### config.mk
export PLATFORM = sky130hd
export DESIGN_NAME = ad9253_idelay_loader
export DESIGN_NICKNAME = d
export VERILOG_FILES = /design/src/rtl/ad9253_pkg.sv /design/src/rtl/ad9253_idelay_loader_satcnt.sv /design/src/rtl/ad9253_idelay_loader.sv
export SDC_FILE = /design/constraint.sdc
export NUM_CORES = 1
export LEC_CHECK = 0
export CAP_MARGIN = 5
export CORE_ASPECT_RATIO = 0.5
export CORE_MARGIN = 8
export CORE_UTILIZATION = 45
export DETAILED_ROUTE_END_ITERATION = 7
export PLACE_DENSITY = 0.72
export SLEW_MARGIN = 20
export SYNTH_ARGS = -nofsm -noshare
export SYNTH_HDL_FRONTEND = slang
export SYNTH_SLANG_ARGS = --single-unit
### constraint.sdc
create_clock -name clk -period 4.7 [get_ports clk]
set_input_delay 0.705 -clock clk [delete_from_list [all_inputs] [get_ports clk]]
set_output_delay 0.705 -clock clk [all_outputs]
set_load 0.01 [all_outputs]
### src/rtl/ad9253_pkg.sv
// Shared constants for the AD9253 IDELAYE3 load path: tap/counter widths and
// the loader FSM state encoding.
package ad9253_pkg;

    localparam int TAP_W      = 9;
    localparam int LOAD_CNT_W = 16;

    localparam logic [2:0] ST_IDLE    = 3'd0;
    localparam logic [2:0] ST_VTC_OFF = 3'd1;
    localparam logic [2:0] ST_LOAD    = 3'd2;
    localparam logic [2:0] ST_SETTLE  = 3'd3;
    localparam logic [2:0] ST_CHECK   = 3'd4;
    localparam logic [2:0] ST_DONE    = 3'd5;

endpackage

### src/rtl/ad9253_idelay_loader_satcnt.sv
// Saturating event counter: increments on inc_i and sticks at all-ones.
module ad9253_idelay_loader_satcnt #(
    parameter int W = 16
) (
    input  logic         clk,
    input  logic         rst_n,
    input  logic         inc_i,
    output logic [W-1:0] cnt_o
);

    logic [W-1:0] cnt_q;
    logic [W-1:0] cnt_d;

    always_comb begin
        cnt_d = cnt_q;
        if (inc_i && (cnt_q != '1)) begin
            cnt_d = cnt_q + W'(1);
        end
    end

    always_ff @(posedge clk or negedge rst_n) begin
        if (!rst_n) begin
            cnt_q <= '0;
        end else begin
            cnt_q <= cnt_d;
        end
    end

    assign cnt_o = cnt_q;

endmodule

### src/rtl/ad9253_idelay_loader.sv
// Per-lane IDELAYE3 VAR_LOAD sequencer: drops EN_VTC, loads the requested tap,
// verifies it through CNTVALUEOUT with bounded retries, then restores EN_VTC.
module ad9253_idelay_loader
    import ad9253_pkg::*;
#(
    parameter int VTC_WAIT  = 10,
    parameter int SETTLE    = 8,
    parameter int MAX_RETRY = 3,
    parameter int MAX_TAP   = 511
) (
    input  logic                  clk,
    input  logic                  rst_n,
    input  logic [TAP_W-1:0]      tap_target,
    input  logic                  en_vtc_req,
    input  logic [TAP_W-1:0]      dly_cntvalueout,
    output logic                  dly_load,
    output logic [TAP_W-1:0]      dly_cntvaluein,
    output logic                  dly_en_vtc,
    output logic [TAP_W-1:0]      cur_tap,
    output logic                  load_busy,
    output logic                  load_done,
    output logic                  load_err,
    output logic [LOAD_CNT_W-1:0] load_cnt
);

    localparam int VTC_CW = (VTC_WAIT < 1) ? 1 : $clog2(VTC_WAIT + 1);
    localparam int SET_CW = (SETTLE < 2) ? 1 : $clog2(SETTLE);
    localparam int RTY_CW = (MAX_RETRY < 1) ? 1 : $clog2(MAX_RETRY + 1);

    function automatic logic [TAP_W-1:0] clamp_tap(input logic [TAP_W-1:0] t);
        if (int'(t) > MAX_TAP) begin
            return TAP_W'(MAX_TAP);
        end
        return t;
    endfunction

    function automatic logic [VTC_CW-1:0] vtc_sat_inc(input logic [VTC_CW-1:0] c);
        if (c == VTC_CW'(VTC_WAIT)) begin
            return c;
        end
        return c + VTC_CW'(1);
    endfunction

    logic [2:0]        state_q,   state_d;
    logic [TAP_W-1:0]  lat_tgt_q, lat_tgt_d;
    logic [TAP_W-1:0]  applied_q, applied_d;
    logic [TAP_W-1:0]  cur_tap_q, cur_tap_d;
    logic [RTY_CW-1:0] retry_q,   retry_d;
    logic [SET_CW-1:0] settle_q,  settle_d;
    logic [VTC_CW-1:0] vtc_cnt_q, vtc_cnt_d;
    logic              en_vtc_q,  en_vtc_d;
    logic              err_q,     err_d;
    logic [TAP_W-1:0]  tgt_c;

    assign tgt_c = clamp_tap(tap_target);

    always_comb begin
        state_d   = state_q;
        lat_tgt_d = lat_tgt_q;
        applied_d = applied_q;
        cur_tap_d = cur_tap_q;
        retry_d   = retry_q;
        settle_d  = settle_q;
        err_d     = err_q;

        case (state_q)
            ST_IDLE: begin
                if (tgt_c != applied_q) begin
                    lat_tgt_d = tgt_c;
                    retry_d   = '0;
                    state_d   = ST_VTC_OFF;
                end
            end
            ST_VTC_OFF: begin
                if (vtc_cnt_q == VTC_CW'(VTC_WAIT)) begin
                    state_d = ST_LOAD;
                end
            end
            ST_LOAD: begin
                settle_d = '0;
                state_d  = ST_SETTLE;
            end
            ST_SETTLE: begin
                if (settle_q == SET_CW'(SETTLE - 1)) begin
                    state_d = ST_CHECK;
                end else begin
                    settle_d = settle_q + SET_CW'(1);
                end
            end
            ST_CHECK: begin
                if (dly_cntvalueout == lat_tgt_q) begin
                    cur_tap_d = lat_tgt_q;
                    applied_d = lat_tgt_q;
                    state_d   = ST_DONE;
                end else if (retry_q != RTY_CW'(MAX_RETRY)) begin
                    // EN_VTC stays low across retries, so go straight back to LOAD.
                    retry_d = retry_q + RTY_CW'(1);
                    state_d = ST_LOAD;
                end else begin
                    // Mark the target applied anyway so a stuck lane cannot retry forever.
                    err_d     = 1'b1;
                    cur_tap_d = dly_cntvalueout;
                    applied_d = lat_tgt_q;
                    state_d   = ST_DONE;
                end
            end
            ST_DONE: begin
                state_d = ST_IDLE;
            end
            default: begin
                state_d = ST_IDLE;
            end
        endcase

        // EN_VTC follows the request only while idle; the low-time counter
        // includes the current cycle so LOAD sees at least VTC_WAIT low cycles.
        en_vtc_d  = (state_d == ST_IDLE) ? en_vtc_req : 1'b0;
        vtc_cnt_d = en_vtc_d ? '0 : vtc_sat_inc(vtc_cnt_q);
    end

    always_ff @(posedge clk or negedge rst_n) begin
        if (!rst_n) begin
            state_q   <= ST_IDLE;
            lat_tgt_q <= '0;
            applied_q <= '0;
            cur_tap_q <= '0;
            retry_q   <= '0;
            settle_q  <= '0;
            vtc_cnt_q <= VTC_CW'(VTC_WAIT);
            en_vtc_q  <= 1'b0;
            err_q     <= 1'b0;
        end else begin
            state_q   <= state_d;
            lat_tgt_q <= lat_tgt_d;
            applied_q <= applied_d;
            cur_tap_q <= cur_tap_d;
            retry_q   <= retry_d;
            settle_q  <= settle_d;
            vtc_cnt_q <= vtc_cnt_d;
            en_vtc_q  <= en_vtc_d;
            err_q     <= err_d;
        end
    end

    assign dly_load       = (state_q == ST_LOAD);
    assign dly_cntvaluein = lat_tgt_q;
    assign dly_en_vtc     = en_vtc_q;
    assign cur_tap        = cur_tap_q;
    assign load_busy      = (state_q != ST_IDLE);
    assign load_done      = (state_q == ST_DONE);
    assign load_err       = err_q;

    ad9253_idelay_loader_satcnt #(
        .W(LOAD_CNT_W)
    ) u_load_cnt (
        .clk   (clk),
        .rst_n (rst_n),
        .inc_i (load_done),
        .cnt_o (load_cnt)
    );

endmodule

==> report_table.html <==
<table>
<tr><th>Metric</th><th>Value</th></tr>
<tr><th colspan="2">Synthesis</th></tr>
<tr><td>Average cell area after synthesis</td><td>12.7 um^2</td></tr>
<tr><td>Post-synth EDFFs</td><td>0</td></tr>
<tr><td>Number of nets produced by synthesis</td><td>around 250</td></tr>
<tr><td>Count of mapped cells out of synthesis</td><td>218</td></tr>
<tr><td>Number of synthesized register bits</td><td>57</td></tr>
<tr><td>Post-synthesis instance area</td><td>2760 um^2</td></tr>
<tr><td>Number of distinct standard cells referenced by the synthesized netlist</td><td>44</td></tr>
<tr><td>Prevailing post-synth register cell</td><td>dfrtp_1</td></tr>
<tr><td>Sequential share of the synthesized area</td><td>51.8%</td></tr>
<tr><td>Fraction of synthesis flops using an asynchronous set or reset pin</td><td>100%</td></tr>
<tr><td>Number of warning messages in the yosys log</td><td>0</td></tr>
<tr><th colspan="2">Floorplan</th></tr>
<tr><td>Starting density of the core</td><td>around 46%</td></tr>
<tr><td>Total Die Area</td><td>9050 um^2</td></tr>
<tr><td>Die height</td><td>71.4 um</td></tr>
<tr><td>Width of the chip</td><td>127 um</td></tr>
<tr><td># rows</td><td>20</td></tr>
<tr><td>Placeable core area</td><td>6010 um^2</td></tr>
<tr><td>Top-level I/O count</td><td>60</td></tr>
<tr><th colspan="2">Cells and area</th></tr>
<tr><td>NumNets Final</td><td>312</td></tr>
<tr><td>FILL cells</td><td>506</td></tr>
<tr><td>Post-route cell area</td><td>3710 um^2</td></tr>
<tr><td>Ant. Diodes</td><td>0</td></tr>
<tr><td>Post-synthesis to final-layout area growth</td><td>34.5%</td></tr>
<tr><td>Layout cell share with drive strength beyond 1</td><td>18.6%</td></tr>
<tr><th colspan="2">Detailed routing</th></tr>
<tr><td>Total number of vias</td><td>1880</td></tr>
<tr><td>Initial DRT Pass Iterations</td><td>5</td></tr>
<tr><td>Avg WL per Cell</td><td>roughly 16 um</td></tr>
<tr><td>Wire length after detailed routing</td><td>about 5800 um</td></tr>
<tr><td>Post-detailed-route count of antenna-violating nets</td><td>0</td></tr>
<tr><td>Vias/cell</td><td>5.12</td></tr>
<tr><td>DRC marker count from the first detailed-route iteration</td><td>approximately 130</td></tr>
<tr><td>Post-route DRC</td><td>0</td></tr>
<tr><th colspan="2">Run</th></tr>
<tr><td>Number of max-cap violations</td><td>0</td></tr>
<tr><th colspan="2">GRT</th></tr>
<tr><td>Global-route wire length before repair</td><td>between 9000 and 10000 um</td></tr>
<tr><td>Overflow left after global routing</td><td>0</td></tr>
<tr><td>Antenna violations before repair</td><td>0</td></tr>
<tr><td>Vias in the first global route</td><td>1958</td></tr>
<tr><td>Maximum number of pins on one net before global-route repair</td><td>58</td></tr>
<tr><td>Total global routing track utilization</td><td>between 10 and 15%</td></tr>
<tr><th colspan="2">Timing</th></tr>
<tr><td>Min cycle time layout</td><td>2.58 ns</td></tr>
<tr><td>Hold Fails Final Rpt</td><td>0</td></tr>
<tr><td>Clock skew after layout</td><td>0.00561 ns</td></tr>
<tr><td>Worst-Margin Slew</td><td>0.707 ns</td></tr>
<tr><td>Number of pins exceeding their max-slew limit in the final report</td><td>0</td></tr>
<tr><td>Setup repair after global routing missed its margin</td><td>no</td></tr>
<tr><td>Final worst hold slack</td><td>0.477 ns</td></tr>
<tr><td>Setup total negative slack</td><td>0 ns</td></tr>
<tr><td>Final period utilization</td><td>54.9%</td></tr>
<tr><td>Maximum clock rate</td><td>between 300 and 400 MHz</td></tr>
<tr><td>Normalized max-slew margin</td><td>52.9%</td></tr>
<tr><td>Setup Viol. Count Final</td><td>0</td></tr>
<tr><th colspan="2">Setup path</th></tr>
<tr><td>Maximum net fanout on the critical path</td><td>18</td></tr>
<tr><td>Signal arrival time at the worst endpoint</td><td>2.77 ns</td></tr>
<tr><td>Category of the worst setup path launch point</td><td>input port</td></tr>
<tr><td>Critical path data required time</td><td>around 4.9 ns</td></tr>
<tr><td>Classification of the worst setup path</td><td>input port to flip-flop</td></tr>
<tr><td>Endpoint kind of the worst setup timing path</td><td>flip-flop</td></tr>
<tr><th colspan="2">Place</th></tr>
<tr><td>Number of port buffers</td><td>59</td></tr>
<tr><td>Final GP Congestion</td><td>about 0.74</td></tr>
<tr><td>Placed cell areas</td><td>3410 um^2</td></tr>
<tr><td>DPL Wire Length</td><td>4130 um</td></tr>
<tr><th colspan="2">Clocking</th></tr>
<tr><td>Clock net sink count</td><td>57</td></tr>
<tr><td>CTS tree</td><td>built</td></tr>
<tr><td>Insertion delay to the later sink of the worst-skew pair</td><td>0.32 ns</td></tr>
<tr><td>Number of levels the H-tree was split into</td><td>3</td></tr>
<tr><td>Post-cts repair resize count</td><td>0</td></tr>
<tr><td>Clock slew at reported path FFs</td><td>0.05 ns</td></tr>
<tr><td>Number of buffers added for setup after CTS</td><td>0</td></tr>
<tr><td>TritonCTS buffer count</td><td>9</td></tr>
<tr><td>Number of hold buffers added after cts</td><td>0</td></tr>
<tr><td>Largest buffer count on any clock path</td><td>2</td></tr>
<tr><td>Clock root buffer</td><td>clkbuf_16</td></tr>
<tr><th colspan="2">Pwr</th></tr>
<tr><td>Standby leakage power</td><td>1.65 nW</td></tr>
<tr><td>Ratio of total power to cell area</td><td>493 nW/um^2</td></tr>
<tr><td>Peak VDD IR</td><td>282 uV</td></tr>
<tr><th colspan="2">Outcome</th></tr>
<tr><td>Result of the run</td><td>complete, no violations</td></tr>
<tr><th colspan="2">Min path</th></tr>
<tr><td>Tightest Hold Check Type</td><td>flip-flop to flip-flop</td></tr>
</table>
-- synth_stat cells, drive strengths merged (2+ instances only) --
library cell / instances / area, um^2
and4: 4 / 35.0
nand3b: 2 / 15.0
o2bb2ai: 2 / 17.5
nor3: 5 / 25.0
nand3: 8 / 40.0
mux2: 29 / 364
a22o: 2 / 17.5
nand2: 10 / 37.5
nand4: 5 / 31.3
nor2b: 3 / 18.8
nor4: 2 / 18.8
a21oi: 5 / 28.8
xnor2: 20 / 175
ha: 6 / 75.1
xor2: 15 / 131
nor3b: 2 / 15.0
dfrtp: 55 / 1380
and3: 5 / 32.5
buf: 4 / 37.5
inv: 3 / 11.3
nor2: 14 / 68.8
dfstp: 2 / 52.6
-- layout make-up --
type                       count  area, um^2  area share [%]
clock inverter                 3        40.0            1.08
sequential                    57        1430            38.5
clock buffer                  13         260            7.01
inverter                       3        11.3           0.303
timing repair buffer          60         593            16.0
multi-input combinational    154        1280            34.5
tap                           77        96.3            2.60
-- final timing paths --
| kind | slack [ns] | cells past startpoint | end | start |
|---|---|---|---|---|
| worst max-delay path | 2.12 | 6 | cur_tap[1]$_DFFE_PN0P_ | dly_cntvalueout[8] |
| worst min-delay path | 0.48 | 1 | load_err$_DFFE_PN0P_ | load_err$_DFFE_PN0P_ |
| worst max register to register | 2.53 | 5 | cur_tap[1]$_DFFE_PN0P_ | dly_cntvaluein[8]$_DFFE_PN0P_ |
| worst min register to register | 0.48 | 1 | load_err$_DFFE_PN0P_ | load_err$_DFFE_PN0P_ |
| max in group asynchronous | 3.70 | 2 | settle_q[1]$_DFFE_PN0P_ | rst_n |
| min in group asynchronous | 0.53 | 2 | applied_q[4]$_DFFE_PN0P_ | rst_n |
-- cell usage in the layout (no fill, tap or decap), types with 3 or more instances in the layout --
cell type / n
nand2_1: 10
xnor2_1: 20
and3_1: 4
nor2_1: 13
nand4_1: 5
clkdlybuf4s50_1: 58
a21oi_1: 4
xor2_1: 15
mux2_4: 10
mux2_2: 19
ha_1: 6
nand3_1: 8
clkbuf_16: 9
nor2b_1: 3
and4_1: 4
inv_1: 3
dfrtp_1: 55
nor3_1: 5
-- through the flow --
step	worst slack [ns]	util, %	power [W]	std cells
final	2.12	61.8	0.00183	367
after detailed placement	1.85	56.8	0.00120	351
after global routing	2.02	61.8	0.00194	367
after CTS	2.14	61.8	0.00186	367
after floorplan	2.54	-	0.000987	218
after global placement	1.89	56.8	0.00118	351
-- state kept, by name, indices dropped and copies added, names as in the netlist, 2 cells and up --
signal / cells
state_q: 3
retry_q: 2
vtc_cnt_q: 4
u_load_cnt.cnt_o: 16
dly_cntvaluein: 9
settle_q: 3
cur_tap: 9
applied_q: 9
-- metal layers --
metal,up-vias,track usage [%],part of all wire [%]
met5,-,0,0
met4,0,7.32,1.9
met3,10,4.29,4.3
met2,36,21.8,47
met1,925,16.8,47
li1,909,-,-
-- power breakdown --
group | internal (W) | switching (W) | total (W)
Combinational | 0.000273 | 0.000209 | 0.000482
Clock | 0.000437 | 0.000210 | 0.000646
Sequential | 0.000594 | 0.000109 | 0.000703
Total | 0.00130 | 0.000527 | 0.00183
-- cell families after synthesis --
logic type / Yosys count / synth area share [%]
flops: 57 / 51.8
compound gates: 19 / 5.98
mux: 29 / 13.2
simple gates: 65 / 13.5
fa+ha+maj: 6 / 2.72
buf+inv: 7 / 1.77
xor+xnor: 35 / 11.1
-- worst max-delay path, stage by stage --
cell             delay [ns]
clkdlybuf4s50_1        0.46
xor2_1                 0.17
nor4_2                 0.47
a31oi_4                0.20
nor2_8                 0.37
mux2_2                 0.39
No activity file was read; power rests on OpenSTA's default activity.
